==> src/rtl/box_field.sv <==
`default_nettype none
// ============================================================================
// Module   : box_field
// Purpose  : Multi-box renderer and frame-synchronous mover; defining
//            BOX_BOUNCE_EN adds autonomous bouncing motion (mode = 1).
// Revision : 1.0
// ============================================================================
module box_field #(
    parameter int          NUM_BOXES = 4,
    parameter int          BOX_W     = 100,
    parameter int          BOX_H     = 100,
    parameter int          H_ACTIVE  = 640,
    parameter int          V_ACTIVE  = 480,
    parameter int          STEP      = 1,
    parameter logic [23:0] BG_RGB    = 24'h505050
) (
    input  logic        clk_25mhz,
    input  logic        rst_n,
    input  logic [9:0]  x,
    input  logic [9:0]  y,
    input  logic        vsync,
    input  logic        btn_left,
    input  logic        btn_right,
    input  logic        btn_up,
    input  logic        btn_down,
    input  logic        btn_sel,
    input  logic        mode,
    output logic [23:0] rgb,
    output logic [2:0]  sel,
    output logic        busy
);

    localparam logic signed [10:0] X_MAX    = 11'(H_ACTIVE - BOX_W);
    localparam logic signed [10:0] Y_MAX    = 11'(V_ACTIVE - BOX_H);
    localparam logic signed [10:0] STEP_S   = 11'(STEP);
    localparam logic [2:0]         LAST_IDX = 3'(NUM_BOXES - 1);

    typedef enum logic [0:0] {
        S_IDLE   = 1'b0,
        S_UPDATE = 1'b1
    } state_t;

    state_t      state_q;
    logic        vsync_q;
    logic        btn_sel_q;
    logic        sel_pend_q;
    logic [2:0]  idx_q;
    logic [2:0]  sel_q;
    logic [3:0]  btn_q;        // {left, right, up, down}
    logic [9:0]  bx_q [NUM_BOXES];
    logic [9:0]  by_q [NUM_BOXES];
    logic [23:0] rgb_q;

`ifdef BOX_BOUNCE_EN
    logic [NUM_BOXES-1:0] dx_q;
    logic [NUM_BOXES-1:0] dy_q;
    logic                 bounce_q;
    logic                 cur_dx;
    logic                 cur_dy;
    logic                 ndx_d;
    logic                 ndy_d;
`else
    logic mode_unused;
    assign mode_unused = mode;
`endif

    logic tick;
    logic sel_rise;
    assign tick     = vsync & ~vsync_q;
    assign sel_rise = btn_sel & ~btn_sel_q;

    // Fetch the box addressed by the update counter.
    logic signed [10:0] cur_x;
    logic signed [10:0] cur_y;
    always_comb begin
        cur_x = '0;
        cur_y = '0;
`ifdef BOX_BOUNCE_EN
        cur_dx = 1'b1;
        cur_dy = 1'b1;
`endif
        for (int k = 0; k < NUM_BOXES; k++) begin
            if (idx_q == 3'(k)) begin
                cur_x = {1'b0, bx_q[k]};
                cur_y = {1'b0, by_q[k]};
`ifdef BOX_BOUNCE_EN
                cur_dx = dx_q[k];
                cur_dy = dy_q[k];
`endif
            end
        end
    end

    logic signed [10:0] step_x;
    logic signed [10:0] step_y;
    logic signed [10:0] sum_x;
    logic signed [10:0] sum_y;
    logic [9:0]         nx_d;
    logic [9:0]         ny_d;
    logic               move_en;
    always_comb begin
        step_x  = '0;
        step_y  = '0;
        move_en = (idx_q == sel_q);
        if (btn_q[2]) step_x = step_x + STEP_S;
        if (btn_q[3]) step_x = step_x - STEP_S;
        if (btn_q[0]) step_y = step_y + STEP_S;
        if (btn_q[1]) step_y = step_y - STEP_S;
`ifdef BOX_BOUNCE_EN
        if (bounce_q) begin
            move_en = 1'b1;
            step_x  = cur_dx ? STEP_S : -STEP_S;
            step_y  = cur_dy ? STEP_S : -STEP_S;
        end
`endif
        sum_x = cur_x + step_x;
        sum_y = cur_y + step_y;
        nx_d  = sum_x[9:0];
        ny_d  = sum_y[9:0];
        if (sum_x < 11'sd0)      nx_d = '0;
        else if (sum_x > X_MAX)  nx_d = 10'(X_MAX);
        if (sum_y < 11'sd0)      ny_d = '0;
        else if (sum_y > Y_MAX)  ny_d = 10'(Y_MAX);
`ifdef BOX_BOUNCE_EN
        ndx_d = cur_dx;
        ndy_d = cur_dy;
        if (bounce_q && (sum_x < 11'sd0 || sum_x > X_MAX)) ndx_d = ~cur_dx;
        if (bounce_q && (sum_y < 11'sd0 || sum_y > Y_MAX)) ndy_d = ~cur_dy;
`endif
    end

    always_ff @(posedge clk_25mhz or negedge rst_n) begin
        if (!rst_n) begin
            state_q    <= S_IDLE;
            vsync_q    <= 1'b0;
            btn_sel_q  <= 1'b0;
            sel_pend_q <= 1'b0;
            idx_q      <= '0;
            sel_q      <= '0;
            btn_q      <= '0;
            for (int k = 0; k < NUM_BOXES; k++) begin
                bx_q[k] <= 10'((40 * k) % (H_ACTIVE - BOX_W + 1));
                by_q[k] <= 10'((30 * k) % (V_ACTIVE - BOX_H + 1));
            end
`ifdef BOX_BOUNCE_EN
            bounce_q <= 1'b0;
            for (int k = 0; k < NUM_BOXES; k++) begin
                dx_q[k] <= (k % 2 == 0);
                dy_q[k] <= 1'b1;
            end
`endif
        end else begin
            vsync_q   <= vsync;
            btn_sel_q <= btn_sel;
            if (sel_rise) sel_pend_q <= 1'b1;
            case (state_q)
                S_IDLE: begin
                    if (tick) begin
                        state_q    <= S_UPDATE;
                        idx_q      <= '0;
                        btn_q      <= {btn_left, btn_right, btn_up, btn_down};
                        sel_pend_q <= 1'b0;
`ifdef BOX_BOUNCE_EN
                        bounce_q   <= mode;
`endif
                        // A press coinciding with the tick counts for this frame.
                        if (sel_pend_q || sel_rise)
                            sel_q <= (sel_q == LAST_IDX) ? 3'd0 : sel_q + 3'd1;
                    end
                end
                S_UPDATE: begin
                    for (int k = 0; k < NUM_BOXES; k++) begin
                        if (move_en && idx_q == 3'(k)) begin
                            bx_q[k] <= nx_d;
                            by_q[k] <= ny_d;
`ifdef BOX_BOUNCE_EN
                            dx_q[k] <= ndx_d;
                            dy_q[k] <= ndy_d;
`endif
                        end
                    end
                    if (idx_q == LAST_IDX) state_q <= S_IDLE;
                    else                   idx_q   <= idx_q + 3'd1;
                end
                default: state_q <= S_IDLE;
            endcase
        end
    end

    function automatic logic [23:0] palette(input logic [1:0] k);
        case (k)
            2'd0:    return 24'hFF7F00;
            2'd1:    return 24'h00C0FF;
            2'd2:    return 24'h40FF40;
            default: return 24'hFF40C0;
        endcase
    endfunction

    // Walk from the highest index down so the lowest covering box wins.
    logic [23:0] pix_d;
    logic [10:0] xe, ye, x0, x1, y0, y1;
    always_comb begin
        pix_d = BG_RGB;
        xe    = {1'b0, x};
        ye    = {1'b0, y};
        x0    = '0;
        x1    = '0;
        y0    = '0;
        y1    = '0;
        for (int k = NUM_BOXES - 1; k >= 0; k--) begin
            x0 = {1'b0, bx_q[k]};
            y0 = {1'b0, by_q[k]};
            x1 = x0 + 11'(BOX_W);
            y1 = y0 + 11'(BOX_H);
            if (xe >= x0 && xe < x1 && ye >= y0 && ye < y1) begin
                pix_d = palette(2'(k));
                if (sel_q == 3'(k) &&
                    (xe == x0 || xe == x1 - 11'd1 || ye == y0 || ye == y1 - 11'd1))
                    pix_d = 24'hFFFFFF;
            end
        end
    end

    always_ff @(posedge clk_25mhz or negedge rst_n) begin
        if (!rst_n) rgb_q <= '0;
        else        rgb_q <= pix_d;
    end

    assign rgb  = rgb_q;
    assign sel  = sel_q;
    assign busy = (state_q == S_UPDATE);

endmodule
`default_nettype wire

==> config.mk <==
export PLATFORM = sky130hd
export DESIGN_NAME = box_field
export DESIGN_NICKNAME = d
export VERILOG_FILES = /design/src/rtl/box_field.sv
export SDC_FILE = /design/constraint.sdc
export NUM_CORES = 1
export LEC_CHECK = 0
export BUFFER_PORTS_ARGS = -buffer_cell sky130_fd_sc_hd__clkbuf_2
export CORE_MARGIN = 5
export CORE_UTILIZATION = 30
export DETAILED_ROUTE_END_ITERATION = 10
export MAX_ROUTING_LAYER = met4
export PLACE_DENSITY_LB_ADDON = 0.08
export SLEW_MARGIN = 25
export SYNTH_ARGS = -nofsm -noshare
export SYNTH_HDL_FRONTEND = slang
export SYNTH_SLANG_ARGS = --single-unit
export TNS_END_PERCENT = 100
==> constraint.sdc <==
create_clock -name clk_25mhz -period 5 [get_ports clk_25mhz]
set_input_delay 0 -clock clk_25mhz [delete_from_list [all_inputs] [get_ports clk_25mhz]]
set_output_delay 0 -clock clk_25mhz [all_outputs]
set_load 0.03 [all_outputs]
==> flow_metrics.py, run 1 <==
metrics = {
    "layout": {
        "fillers": 4577,
        "multi_input_area_sq_um": 9550,
        "syn_to_final_growth_pct": 9.53,
        "nets": 1815,
        "stdcell_area_sq_um": 14300,
        "antennaDiodeCount": 0,
        "layout-drive-gt1-share_pct": 10.2,
        "seq_area_sq_um": 2650,
    },
    "sta": {
        "slew_headroom_pct": 39.8,
        "rsz0062_at_grt": "false",
        "setup_ws_ns": 0.575,
        "hold_viol_final": 0,
        "slew_viol_final": 0,
        "fmax_ghz": 0.226,
        "fin_crit_ns": 4.42,
        "clock_skew_ns": 0.0114,
        "setup_viol": 0,
        "finalCritPeriodShare_pct": 88.5,
        "fin_tns_setup_ns": 0,
        "tightest_slew_ns": 0.881,
    },
    "synthesis": {
        "synth_warnings": 0,
        "netlist.top_cell.by_area": "ha_1",
        "yosys-top-cells-area": "ha_1 19%, dfrtp_1 16%, xnor2_1 9.1%",
        "syn-num-nets": 1797,
        "synthArstFlopShare_pct": 100,
        "netlist_area_sq_um": 13000,
        "synth_common_cells": "202 x ha_1, 136 x xnor2_1, 134 x nand2_1",
        "yosys_most_used_dff": "dfrtp_1",
        "synth.most_common_cell": "ha_1",
        "syn-mean-instance-area_sq_um": 8.33,
        "synth-edff-count": 0,
        "yosysTopAreaCellShare_pct": 19.4,
        "netlist_instances": 1564,
        "seq_area_frac_synth_pct": 20.4,
        "yosysUniqueCellTypes": 87,
        "ys_seq_elements": 105,
    },
    "cts": {
        "cts_tree": "yes",
        "cts_hold_buf": 7,
        "clk_latency_ns": 0.37,
        "cts.sinks": 105,
        "cts_buffers": 9,
        "post_cts_resized": 0,
        "path_clk_slew_ns": 0.07,
        "htreeDepth": 3,
        "postCtsSetupBuffers": 0,
        "clockRootBuffer": "clkbuf_16",
        "clockBufferDepth": 2,
    },
    "global_route": {
        "grt_max_degree": 59,
        "grt_pass1_vias": 11100,
        "grt-ovfl-total": 0,
        "grt_antenna_before_repair": 0,
        "grt_usage_pct": 18.5,
        "grt_pass1_wl_um": 66600,
    },
    "placed_design": {
        "dp_worst_setup_slack_ns": 0.558,
        "gp_congestion": 0.828,
        "place_area_sq_um": 13900,
        "dp_hpwl_um": 34000,
        "port_buffers": 55,
    },
    "floorplanning": {
        "coreArea_sq_um": 43000,
        "placementRows": 76,
        "start_util_pct": 30.3,
        "die_w_um": 218,
        "io_pins": 57,
        "fp.dieH_um": 218,
        "dieArea_sq_um": 47700,
    },
    "routing": {
        "wl_per_cell_um": 19.7,
        "wirelength_um": 42700,
        "first_pass_iters": 5,
        "dr_total_vias": 11300,
        "route.antenna.remaining_nets": 0,
        "first_iter_violations": 596,
        "drc": 0,
        "viasPerCell": 5.20,
    },
    "power_and_ir_drop": {
        "p_int_mw": 4.17,
        "pwr-share-seq_pct": 21.8,
        "switching_share_pct": 53.3,
        "ir_worst_vdd_mv": 0.189,
        "power_frac_comb_pct": 69.7,
        "powerDensity_nw_per_um2": 627,
        "switchingPower_mw": 4.77,
        "power_mw": 8.95,
        "p_leak_nw": 6.10,
        "clockPowerShare_pct": 8.5,
    },
    "worst_hold_path": {
        "hold_class": "primary input to asynchronous set/reset pin",
    },
    "critical_path": {
        "crit_path_end_kind": "flop",
        "cp_max_fo": 16,
        "cp_data_required_time_ns": 5.28,
        "worst-setup-path-type": "flop to flop",
        "worstSetupStartpointType": "flop",
        "cp.arrival_ns": 4.70,
    },
    "flow_run": {
        "cap_violations": 0,
    },
    "status": {
        "status": "finished, final reports clean",
    },
}
==> area by class of cell <==
class / instances / area share (%)
Multi-Input combinational cell: 1252 / 66.9
Sequential cell: 105 / 18.6
Tap cell: 585 / 5.13
Timing Repair Buffer: 88 / 3.89
Inverter: 126 / 3.31
Clock buffer: 10 / 1.60
Clock inverter: 6 / 0.526
==> sequential cells by signal (all words and copies together) (netlist names) <==
register and flops:
btn_q 4, btn_sel_q 1, busy 1, bx_q 40
by_q 40, idx_q 3, rgb 11, sel 3
sel_pend_q 1, vsync_q 1
==> final timing paths <==
| kind | from | endpoint | slack, ns | cells after the start |
|---|---|---|---|---|
| setup / recovery | idx_q[0] | bx_q[25] | 0.58 | 20 |
| min in group clk_25mhz | btn_sel | btn_sel_q | 0.29 | 2 |
| setup reg to reg | idx_q[0] | bx_q[25] | 0.58 | 20 |
| max in group asynchronous | rst_n | idx_q[1] | 3.52 | 3 |
| hold / removal | rst_n | rgb[15] | 0.26 | 2 |
| hold reg to reg | btn_q[1] | btn_q[1] | 0.48 | 2 |
==> logic make-up after synthesis <==
logic type	synth area share, %
compound gates	21.1
xor+xnor	12.7
mux	2.98
buf+inv	6.47
fa+ha+maj	19.7
simple gates	16.6
flops	20.4
other cells	0.0288
==> cell usage in the layout (no fill, tap or decap), drive strengths merged, types with 20 or more instances in the layout <==
cell type  count
ha           202
dfstp         20
dfrtp         85
nand2b        22
inv          128
o21ai         86
a21oi         95
nand3         30
buf           27
a22oi         25
nor3          30
clkbuf        64
mux2          27
nand2        134
a21o          29
xor2          38
o31ai         20
nand4         25
xnor2        137
nor2          76
==> power by group through the flow <==
stage | sequential [mW] | clock (mW) | combinational, mW
finish | 1.95 | 0.757 | 6.24
global route | 2.02 | 0.809 | 7.02
CTS | 1.95 | 0.785 | 6.29
detailed placement | 1.97 | 0 | 6.24
global placement | 1.96 | 0 | 6.21
floorplan | 1.57 | 0 | 4.75
==> metrics by stage <==
stage | hold WS (ns) | cells | utilization, %
4_1_cts | 0.271 | 2172 | 33.2
5_1_grt | 0.289 | 2172 | 33.2
2_1_floorplan | -0.296 | 1564 | -
6_report | 0.264 | 2172 | 33.2
3_5_place_dp | 0.131 | 2149 | 32.3
3_3_place_gp | 0.131 | 2149 | 32.3
==> routing by layer <==
metal	global-route usage, %	part of all wire (%)	wire length [um]
met4	4.06	1.8	787
met1	26.7	52	22200
met2	28.2	44	18600
met5	-	0	0
met3	1.75	2.6	1120
==> worst max-delay path, stage by stage (launching register included) <==
cell,delay [ns]
dfrtp_1,0.45
inv_1,0.09
ha_1,0.24
nor3b_2,0.17
buf_4,0.21
a22oi_1,0.15
nor2_1,0.06
a21oi_1,0.21
o21ai_0,0.12
ha_1,0.24
fa_1,0.41
nand3_1,0.11
a21boi_0,0.11
o21ai_1,0.23
a211oi_1,0.16
o21a_1,0.19
nor2_1,0.17
xor2_1,0.48
nand2_1,0.09
buf_4,0.23
o31ai_1,0.22
Note: power is estimated with default switching activity, not from simulation.
==> run 2, diff against run 1 <==
- clock period: 5 -> 4.3 ns (I/O delays scaled with it)
==> run 2 against run 1 <==
  * Clock power is 23% higher
  * Critical path depth is 9 lower
  * First-iteration DRC count is 8.6% higher
  * Maximum frequency is 9.1% higher
  * Largest power group unchanged
  * Non-clock buffer count is 45 higher
  * Setup slack worse by 0.33 ns
  * Register-to-register slack worse by 0.33 ns
  * Sequential power is 10% higher
  * Clock-buffer cell count is 2 higher
  * Global-route usage is 0.19 points higher
  * Highest routed layer unchanged
  * Critical path type unchanged
==> flow_metrics.py, run 2 (synthesized netlist as in run 1, its figures left out) <==
metrics = {
    "routing": {
        "viasPerCell": 5.18,
        "first_pass_iters": 5,
        "first_iter_violations": 647,
        "dr_total_vias": 11500,
        "wl_per_cell_um": 19.6,
        "route.antenna.remaining_nets": 0,
        "drc": 0,
        "wirelength_um": 43500,
    },
    "layout": {
        "nets": 1860,
        "antennaDiodeCount": 0,
        "layout_commonest_cell": "ha_1",
        "multi_input_area_sq_um": 9610,
        "final_cell_count_no_fill": 2217,
        "final_cell_mix": "202 x ha_1, 136 x xnor2_1, 134 x nand2_1, 126 x inv_1, 95 x a21oi_1",
        "postLayoutCoreUtil_pct": 34.2,
        "seq_area_sq_um": 2650,
        "fillers": 4594,
        "stdcell_area_sq_um": 14700,
        "layout-drive-gt1-share_pct": 13.2,
        "syn_to_final_growth_pct": 12.9,
    },
    "floorplanning": {
        "coreArea_sq_um": 43000,
        "placementRows": 76,
        "fp.dieH_um": 218,
        "io_pins": 57,
        "dieArea_sq_um": 47700,
        "start_util_pct": 30.3,
        "die_w_um": 218,
    },
    "power_and_ir_drop": {
        "clockPowerShare_pct": 8.5,
        "power_mw": 10.9,
        "powerDensity_nw_per_um2": 743,
        "ir_worst_vdd_mv": 0.372,
        "p_leak_nw": 6.37,
        "switchingPower_mw": 5.63,
        "switching_share_pct": 51.6,
        "power_frac_comb_pct": 71.8,
        "p_int_mw": 5.29,
        "pwr-share-seq_pct": 19.7,
    },
    "sta": {
        "slew_viol_final": 0,
        "finalCritPeriodShare_pct": 94.4,
        "hold_viol_final": 0,
        "fmax_ghz": 0.246,
        "tightest_slew_ns": 0.786,
        "slew_headroom_pct": 47.5,
        "fin_crit_ns": 4.06,
        "fin_tns_setup_ns": 0,
        "whs_ns": 0.193,
        "setup_viol": 0,
        "clock_skew_ns": 0.0106,
        "setup_ws_ns": 0.242,
    },
    "cts": {
        "htreeDepth": 3,
        "clockBufferDepth": 2,
        "clk_latency_ns": 0.37,
        "cts.sinks": 105,
        "cts_buffers": 9,
        "path_clk_slew_ns": 0.07,
        "clockRootBuffer": "clkbuf_16",
        "cts_tree": "yes",
    },
    "critical_path": {
        "worstSetupStartpointType": "flop",
        "crit_path_end_kind": "flop",
        "worst-setup-path-type": "flop to flop",
        "r2r_start": "bx_q[12]",
        "cp.arrival_ns": 4.29,
        "startpoint": "bx_q[12]",
        "cp_max_fo": 9,
        "cp_data_required_time_ns": 4.53,
    },
    "placed_design": {
        "dp_hpwl_um": 35400,
        "gp_congestion": 0.842,
        "dp_worst_setup_slack_ns": -0.00767,
        "port_buffers": 55,
        "place_area_sq_um": 14200,
        "dp.cells": 2193,
    },
    "global_route": {
        "grt-ovfl-total": 0,
        "grt_pass1_wl_um": 67300,
        "grt_pass1_vias": 11300,
        "grt_antenna_before_repair": 0,
        "grt_max_degree": 64,
        "grt_usage_pct": 18.7,
    },
    "status": {
        "status": "finished, final reports clean",
    },
    "flow_run": {
        "cap_violations": 0,
    },
    "worst_hold_path": {
        "hold_class": "primary input to asynchronous set/reset pin",
    },
}
[run 2: cell types whose count changed in the layout (fill, tap and decap cells not counted), moves of 2 or more]
cell	change
buf_12	+2
buf_4	+42
o21ai_0	-4
o21ai_1	+3
[run 2: area by class of cell]
type,count,share of cell area (%)
inverter,126,3.22
clock inverter,4,0.527
clock buffer,12,1.68
multi-input combinational,1252,65.3
sequential,105,18.0
tap,585,4.98
timing repair buffer,133,6.27
[run 2: power groups by stage]
stage          Clock [mW]  Sequential [mW]  Combinational (mW)
5_1_grt             0.991             2.21                8.75
2_1_floorplan           0             1.83                5.53
3_5_place_dp            0             2.16                7.75
6_report            0.931             2.15                7.85
4_1_cts             0.965             2.15                7.80
3_3_place_gp            0             2.16                7.69
[run 2: timing repair]
action,4_1_cts,5_1_grt
buffers inserted,0,1
endpoints found under the hold margin,64,0
pin swaps,0,1
hold buffers,7,0
setup endpoints to repair,4,74
gates resized for setup,2,16
[run 2: worst paths after layout]
kind / cells past startpoint / slack, ns / to
worst max-delay path: 11 / 0.24 / rgb[7]
worst min-delay path: 2 / 0.19 / rgb[15]
worst max register to register: 11 / 0.24 / rgb[7]
worst min register to register: 2 / 0.48 / sel_pend_q
max in group asynchronous: 3 / 3.19 / bx_q[14]
min in group clk_25mhz: 2 / 0.28 / vsync_q
[run 2: worst max-delay path: stages (launching register included)]
cell and delay (ns):
dfrtp_1 0.54, a311o_1 0.46, a221oi_1 0.54, ha_1 0.36, o211ai_1 0.10, a21oi_1 0.06, a221o_1 0.35, a211o_1 0.27
nor3_1 0.38, nand4_1 0.30, o31ai_1 0.48, a21oi_1 0.09
[run 2: routing by layer]
metal  part of all wire [%]  vias to the layer above  track usage [%]
li1                       -                     5761                -
met5                      0                        -                -
met3                    3.2                       26             1.90
met1                     52                     5518             27.0
met2                     43                      176             28.4
met4                    1.7                        0             4.10
==> run 3, diff against run 2 <==
- PLACE_DENSITY: not set -> 0.54
- PLACE_DENSITY_LB_ADDON: 0.08 -> not set
==> run 3 against run 2 <==
  * Sequential power decreased by 3%
  * Sequential cell count unchanged
  * Hold slack gained 0.023 ns
  * Largest cell class unchanged
  * Critical path depth rose by 6
  * Wire length down 7.3%
  * Combinational power decreased by 0.9%
==> flow_metrics.py, run 3 (synthesized netlist as in run 1, its figures left out) <==
metrics = {
    "layout": {
        "antennaDiodeCount": 0,
        "nets": 1848,
        "layout-drive-gt1-share_pct": 13.2,
        "layout_commonest_cell": "ha_1",
        "final_cell_count_no_fill": 2205,
        "syn_to_final_growth_pct": 12.3,
        "final_cell_mix": "202 x ha_1, 136 x xnor2_1, 133 x nand2_1, 126 x inv_1, 91 x a21oi_1",
        "postLayoutCoreUtil_pct": 34.0,
    },
    "sta": {
        "tightest_slew_ns": 0.876,
        "setup_viol": 0,
        "setup_ws_ns": 0.225,
        "fin_crit_ns": 4.08,
        "slew_viol_final": 0,
        "clock_skew_ns": 0.0151,
        "hold_viol_final": 0,
        "finalCritPeriodShare_pct": 94.8,
        "fmax_ghz": 0.245,
        "slew_headroom_pct": 40.1,
    },
    "cts": {
        "cts_buffers": 9,
        "clockBufferDepth": 2,
        "cts.sinks": 105,
        "clockRootBuffer": "clkbuf_16",
        "cts_tree": "yes",
        "path_clk_slew_ns": 0.08,
        "htreeDepth": 3,
        "clk_latency_ns": 0.37,
    },
    "floorplanning": {
        "fp.dieH_um": 218,
        "start_util_pct": 30.3,
        "placementRows": 76,
        "dieArea_sq_um": 47700,
        "coreArea_sq_um": 43000,
        "io_pins": 57,
        "die_w_um": 218,
    },
    "critical_path": {
        "crit_top_cell": "a21o_1",
        "cp_max_fo": 23,
        "path_cells": "ha_1 > nor2b_2 > buf_12 > a22oi_1 > nor2_1 > a21oi_1 > o21ai_1 > ha_1 > a21o_1 > a21o_1 > a21o_1 > a2111oi_4 > o31ai_1 > xor2_1 > or2_0 > or4_4 > o21ai_1",
        "cp.arrival_ns": 4.35,
        "worst-setup-path-type": "flop to flop",
        "slowest_delay_ns": 0.45,
        "worstSetupStartpointType": "flop",
        "cp_slowest_cell": "dfrtp_2",
        "cp_data_required_time_ns": 4.58,
        "crit_path_end_kind": "flop",
    },
    "routing": {
        "wirelength_um": 40300,
        "viasPerCell": 5.30,
        "first_pass_iters": 7,
        "dr_total_vias": 11700,
        "route.antenna.remaining_nets": 0,
        "wl_per_cell_um": 18.3,
        "drc": 0,
        "first_iter_violations": 666,
    },
    "power_and_ir_drop": {
        "power_mw": 10.7,
        "ir_worst_vdd_mv": 0.256,
        "pwr-share-seq_pct": 19.6,
        "switchingPower_mw": 5.57,
        "clockPowerShare_pct": 7.6,
        "power_frac_comb_pct": 72.8,
        "powerDensity_nw_per_um2": 731,
        "p_leak_nw": 6.30,
        "switching_share_pct": 52.1,
        "p_int_mw": 5.12,
    },
    "global_route": {
        "grt-ovfl-total": 0,
        "grt_antenna_before_repair": 0,
        "grt_pass1_vias": 11200,
        "grt_max_degree": 69,
        "grt_usage_pct": 17.0,
        "grt_pass1_wl_um": 62900,
    },
    "placed_design": {
        "port_buffers": 55,
        "gp_congestion": 0.899,
        "dp_worst_setup_slack_ns": -0.0831,
        "dp.cells": 2181,
        "dp_hpwl_um": 32200,
    },
    "status": {
        "status": "finished, final reports clean",
    },
    "worst_hold_path": {
        "hold_class": "primary input to asynchronous set/reset pin",
    },
    "flow_run": {
        "cap_violations": 0,
    },
}
run 3: cell count changes in the layout (fill, tap and decap cells not counted), moves of 2 or more:
cell / delta
o21ai_0: -2
clkinv_4: -2
o21ai_1: +2
buf_4: -14
clkinv_2: +2
bufinv_16: -2
inv_6: +3
a21oi_1: -4
a21oi_2: +4
buf_6: +2
run 3: metal layers:
metal  share of wire, %  GRT usage [%]
met5                  0              -
met2                 46           27.1
met1                 48           23.5
met4                2.1           4.29
met3                3.4           1.44
run 3: area by class of cell:
class / instances / area (sq um)
Tap cell: 585 / 732
Multi-Input combinational cell: 1252 / 9650
Sequential cell: 105 / 2650
Fill cell: 4563 / 28400
Clock inverter: 5 / 36.3
Inverter: 126 / 473
Timing Repair Buffer: 121 / 840
Clock buffer: 11 / 243
run 3: metrics by stage:
step | cell area (sq um) | hold WS, ns | setup TNS [ns]
after floorplan | 13000 | -0.296 | 0
after global placement | 14100 | 0.129 | -0.170
after detailed placement | 14100 | 0.133 | -0.474
after CTS | 14500 | 0.294 | 0
after global routing | 14600 | 0.269 | -0.0114
final | 14600 | 0.216 | 0
run 3: timing repair:
item                                   4_1_cts  5_1_grt
setup endpoints to repair                   44       71
gates resized for setup                      4       30
endpoints found under the hold margin       62        0
pin swaps                                    0        1
buffers inserted                             0        1
gates cloned                                 0        0
hold buffers                                 7        0
run 3: critical path, delay by kind of cell (launching register included):
kind / cells / cell delay, ns
AOI/OAI and AO/OA: 9 / 1.67
xor gates and xnor gates: 1 / 0.17
DFF: 1 / 0.45
and+or+nand+nor: 4 / 0.95
adders and majority gates: 2 / 0.56
buffers and inverters: 1 / 0.17
run 3: path summary, 6_finish.rpt:
path                       slack [ns]   endpoint  startpoint  cells past startpoint
hold / removal                   0.22     rgb[6]       rst_n                      2
hold reg to reg                  0.49   btn_q[3]    btn_q[3]                      2
setup reg to reg                 0.22   by_q[17]    idx_q[0]                     17
setup / recovery                 0.22   by_q[17]    idx_q[0]                     17
max in group asynchronous        3.08   bx_q[25]       rst_n                      3
min in group clk_25mhz           0.31  btn_sel_q     btn_sel                      2
run 3: power groups by stage:
stage	Combinational, mW	Sequential, mW	Clock (mW)
floorplan	5.53	1.83	0
global placement	7.42	2.09	0
detailed placement	7.55	2.10	0
CTS	7.62	2.08	0.830
global route	8.65	2.16	0.859
finish	7.78	2.09	0.814
